$ cat src/rtl/mux_scan_nxm.sv
// Registered N-channel, M-input selector with manual select or a dwell-timed
// scan counter; every channel picks the same input index each cycle.
module mux_scan_nxm #(
  parameter  int NUM_IN = 4,
  parameter  int NUM_CH = 2,
  parameter  int WIDTH  = 1,
  parameter  int DWELL  = 4,
  localparam int SEL_W  = $clog2(NUM_IN)
) (
  input  logic                            clk,
  input  logic                            rst_n,
  input  logic [NUM_CH*NUM_IN*WIDTH-1:0]  in_bus,
  input  logic [NUM_CH-1:0]               en_n,
  input  logic [SEL_W-1:0]                sel,
  input  logic                            mode,
  input  logic                            hold,
  output logic [NUM_CH*WIDTH-1:0]         y,
  output logic                            y_valid,
  output logic [SEL_W-1:0]                cur_sel,
  output logic                            wrap
);

  localparam int DW_W = (DWELL > 1) ? $clog2(DWELL) : 1;

  localparam logic [0:0] ST_MANUAL = 1'b0;
  localparam logic [0:0] ST_SCAN   = 1'b1;

  localparam logic [SEL_W:0]   NUM_IN_W   = (SEL_W+1)'(NUM_IN);
  localparam logic [SEL_W-1:0] LAST_SEL   = SEL_W'(NUM_IN - 1);
  localparam logic [DW_W-1:0]  LAST_DWELL = DW_W'(DWELL - 1);

  logic [0:0]              state_q,    state_d;
  logic [SEL_W-1:0]        scan_sel_q, scan_sel_d;
  logic [DW_W-1:0]         dwell_q,    dwell_d;
  logic [NUM_CH*WIDTH-1:0] y_q,        y_d;
  logic                    valid_q,    valid_d;
  logic [SEL_W-1:0]        cur_sel_q,  cur_sel_d;
  logic                    wrap_q,     wrap_d;

  logic [SEL_W-1:0]        sel_eff;
  logic                    sel_ok;
  logic [NUM_CH*WIDTH-1:0] sample;

  // Select is taken from the pre-edge state, so the mode-change edge still
  // samples with the old source.
  always_comb begin
    sel_eff = (state_q == ST_MANUAL) ? sel : scan_sel_q;
    sel_ok  = ({1'b0, sel_eff} < NUM_IN_W);
    sample  = '0;
    for (int c = 0; c < NUM_CH; c++) begin
      if (!en_n[c] && sel_ok) begin
        for (int i = 0; i < NUM_IN; i++) begin
          if (sel_eff == SEL_W'(i)) begin
            sample[c*WIDTH +: WIDTH] = in_bus[(c*NUM_IN + i)*WIDTH +: WIDTH];
          end
        end
      end
    end
  end

  always_comb begin
    // NOTE: every output of this block gets a default first, so no path
    // leaves a variable unassigned and no latch is inferred.
    state_d    = state_q;
    scan_sel_d = scan_sel_q;
    dwell_d    = dwell_q;
    y_d        = y_q;
    valid_d    = valid_q;
    cur_sel_d  = cur_sel_q;
    wrap_d     = 1'b0;

    if (!hold) begin
      y_d       = sample;
      valid_d   = sel_ok && (en_n != '1);
      cur_sel_d = sel_eff;

      case (state_q)
        ST_MANUAL: begin
          if (mode) begin
            state_d    = ST_SCAN;
            scan_sel_d = '0;
            dwell_d    = '0;
          end
        end
        ST_SCAN: begin
          if (!mode) begin
            state_d    = ST_MANUAL;
            scan_sel_d = '0;
            dwell_d    = '0;
          end else if (dwell_q == LAST_DWELL) begin
            dwell_d = '0;
            if (scan_sel_q == LAST_SEL) begin
              scan_sel_d = '0;
              wrap_d     = 1'b1;
            end else begin
              scan_sel_d = scan_sel_q + 1'b1;
            end
          end else begin
            dwell_d = dwell_q + 1'b1;
          end
        end
        default: begin
          state_d    = ST_MANUAL;
          scan_sel_d = '0;
          dwell_d    = '0;
        end
      endcase
    end
  end

  // NOTE: non-blocking assignments here so every register samples the
  // pre-edge values computed above, independent of statement order.
  always_ff @(posedge clk or negedge rst_n) begin
    if (!rst_n) begin
      state_q    <= ST_MANUAL;
      scan_sel_q <= '0;
      dwell_q    <= '0;
      y_q        <= '0;
      valid_q    <= 1'b0;
      cur_sel_q  <= '0;
      wrap_q     <= 1'b0;
    end else begin
      state_q    <= state_d;
      scan_sel_q <= scan_sel_d;
      dwell_q    <= dwell_d;
      y_q        <= y_d;
      valid_q    <= valid_d;
      cur_sel_q  <= cur_sel_d;
      wrap_q     <= wrap_d;
    end
  end

  assign y       = y_q;
  assign y_valid = valid_q;
  assign cur_sel = cur_sel_q;
  assign wrap    = wrap_q;

endmodule

$ cat config.mk
export PLATFORM = sky130hd
export DESIGN_NAME = mux_scan_nxm
export DESIGN_NICKNAME = d
export VERILOG_FILES = /design/src/rtl/mux_scan_nxm.sv
export SDC_FILE = /design/constraint.sdc
export NUM_CORES = 1
export LEC_CHECK = 0
export CORE_MARGIN = 8
export CORE_UTILIZATION = 43
export DETAILED_ROUTE_END_ITERATION = 7
export GPL_TIMING_DRIVEN = 0
export PLACE_DENSITY = 0.86
export SYNTH_ARGS = -nofsm -noshare
export SYNTH_HDL_FRONTEND = slang
export SYNTH_SLANG_ARGS = --single-unit
$ cat constraint.sdc
create_clock -name clk -period 1.7 [get_ports clk]
set_clock_uncertainty 0.2 [all_clocks]
set_input_delay 0.425 -clock clk [delete_from_list [all_inputs] [get_ports clk]]
set_output_delay 0.425 -clock clk [all_outputs]
set_load 0.05 [all_outputs]
==> results.tsv <==
metric	value	unit
status	completed	
relSlewSlack	65.8	%
worstPathCellList	clkdlybuf4s15_2	
critPathTopFamily	buffers and inverters	
cts_buffers	3	
tritoncts	done	
synth_seq_cells	11	
hold_path_class	reg -> reg	
clock-sinks	11	
syn_to_final_growth	42.8	%
clockBufferDepth	2	
core_area	1450	sq um
first_pass_iters	4	
final-max-slew-violation-count	0	
row_count	14	
instances_no_fill	107	
ff_latch_area	275	sq um
dp_hpwl	1.30	mm
drv_cap	0	
dpl_cell_area	873	sq um
critPathMaxStageDelay	0.38	ns
hold-worst-slack	0.284	ns
critPathRequiredTime	1.07	ns
clk_latency	0.27	ns
grt_pass1_vias	571	
wl_per_cell	15.4	um
ios	22	
crit_type	reg -> out	
gp_routability_congestion	0.849	
die_area	2990	sq um
multi_input_area	347	sq um
vias	587	
grt_max_degree	12	
syn_area	643	sq um
synthCells	66	
nFillCells	127	
drt_iter0_markers	11	
cp-start-kind	flop	
fin_crit	1.65	ns
die-height	54.7	um
critical_path.n_buffers_inverters	1	
drcViolationCount	0	
critPathSlowestCell	clkdlybuf4s15_2	
fin_nets	110	
vdd_drop_max	0.538	mV
grt_usage	10.9	%
crit_fanout	2	
htreeDepth	1	
cellPowerDensity	744	nW/um^2
cp.arrival	1.02	ns
viasPerCell	5.49	
die_x	54.7	um
power.leakage	0.413	nW
yosysSeqAreaShare	42.8	%
antenna_found_initial	0	
synth_nets	84	
fin_util	63.2	%
synth_cell_type_count	26	
diodes	0	
clock-root-buffer	clkbuf_4	
port_buffers	21	
max_freq	608	MHz
clk_pin_slew	0.08	ns
crit_path_end_kind	output pin	
setup_tns	0	ns
start_util	44.2	%
worstMarginPinSlew	0.511	ns
min_period_over_period	96.8	%
hold_viol	0	
final_area	918	sq um
grt_pass1_wl	2.44	mm
syn-mean-instance-area	9.74	sq um
grt-ovfl-total	0	
ant_nets	0	
rsz0062_at_grt	no	
dp.cells	103	
setup_violations	0	
layout-drive-gt1-share	20.9	%
synth_warnings	0	
drt-total-wl	1.65	mm
[path summary, 6_finish.rpt]
check                                    from       to  slack [ns]  depth (start not counted)
max in group asynchronous               rst_n  y_valid        0.67                          1
worst min register to register           y[1]     y[1]        0.28                          2
worst max-delay path                     y[0]     y[0]        0.05                          1
worst max register to register  scan_sel_q[0]     y[0]        0.09                          4
min in group asynchronous               rst_n  state_q        0.29                          1
worst min-delay path                     y[1]     y[1]        0.28                          2
[flip-flops by register name (all words and copies together) (netlist names)]
register    cells
cur_sel         2
dwell_q         2
scan_sel_q      2
state_q         1
wrap            1
y               2
y_valid         1
[what timing repair did]
action / in CTS / in global routing
buffers inserted: 0 / 0
resized for setup: 21 / 6
pin swaps: 0 / 3
hold buffers: 0 / 0
endpoints found under the setup margin: 10 / 2
[cells in the mapped netlist]
| library cell | n | area share (%) |
|---|---|---|
| o41ai_1 | 1 | 1.4 |
| and3_1 | 1 | 0.97 |
| nor2_1 | 5 | 2.9 |
| clkbuf_1 | 1 | 0.58 |
| mux2i_1 | 4 | 6.2 |
| a311o_1 | 1 | 1.6 |
| a21oi_1 | 4 | 3.1 |
| a22oi_1 | 2 | 2.3 |
| nor2b_1 | 2 | 1.9 |
| inv_1 | 2 | 1.2 |
| o21ai_0 | 4 | 3.1 |
| mux2_2 | 3 | 5.3 |
| o41ai_2 | 1 | 2.5 |
| or3_2 | 1 | 1.2 |
| o31ai_1 | 1 | 1.2 |
| a22o_1 | 2 | 2.7 |
| ha_1 | 2 | 3.9 |
| dfrtp_1 | 11 | 43 |
| nand3_1 | 1 | 0.78 |
| or3b_2 | 1 | 1.4 |
| o21bai_1 | 1 | 1.2 |
| buf_2 | 2 | 1.6 |
| or3b_1 | 1 | 1.4 |
| nand3b_1 | 2 | 2.3 |
| a2111oi_0 | 1 | 1.4 |
| nand2_1 | 9 | 5.3 |
[cell type report]
class	instances	share of cell area, %
Buffer	3	2.32
Clock buffer	3	2.45
Clock inverter	1	0.545
Inverter	2	0.817
Multi-Input combinational cell	50	37.7
Sequential cell	11	30.0
Tap cell	16	2.18
Timing Repair Buffer	21	24.0
[metrics by stage]
step	worst slack [ns]	total power, mW
floorplan	0.174	0.417
global placement	-0.406	0.499
detailed placement	-0.413	0.506
CTS	0.00151	0.683
global route	0.0149	0.716
finish	0.0545	0.684
[logic make-up (layout without fill, tap and decap cells)]
kind of cell    count (synthesis)  in the layout  synth area share (%)
fa+ha+maj                       2              2                  3.89
compound gates                 18             18                  20.4
buf+inv                         5             30                  3.31
mux                             7              7                  11.5
simple gates                   23             23                  18.1
flops                          11             11                  42.8
[power breakdown]
group          switching [mW]  internal, mW  total (mW)
Clock                  0.0992        0.0870       0.186
Combinational           0.110        0.0891       0.199
Sequential             0.0145         0.284       0.299
Total                   0.223         0.460       0.684
[layout by cell type, fill, tap and decap left out, types with 2 or more instances in the layout]
cell type / netlist / layout
clkdlybuf4s15_2: 0 / 6
a22o_1: 2 / 2
nor2b_1: 2 / 2
dfrtp_1: 11 / 11
ha_1: 2 / 2
o21ai_0: 4 / 4
mux2i_1: 4 / 4
nor2_1: 5 / 5
clkdlybuf4s50_1: 0 / 11
nand2_1: 9 / 9
inv_1: 2 / 2
a22oi_1: 2 / 2
mux2_2: 3 / 3
buf_2: 2 / 2
dlymetal6s2s_1: 0 / 2
dlygate4sd2_1: 0 / 2
nand3b_1: 2 / 2
clkbuf_4: 0 / 3
a21oi_1: 4 / 4
[worst register-to-register path, delay by kind of cell, from the launching register on]
family / cells / cell delay, ns
buffers and inverters: 1 / 0.18
AOI/OAI and AO/OA: 2 / 0.27
and+or+nand+nor: 1 / 0.47
DFF: 1 / 0.38
[per-layer routing]
layer / part of all wire (%) / GRT usage (%)
met4: 0 / 2.46
met1: 43 / 14.8
met3: 7.5 / 2.72
met5: 0 / 0
met2: 49 / 17.0
No activity file was read; power rests on OpenSTA's default activity.
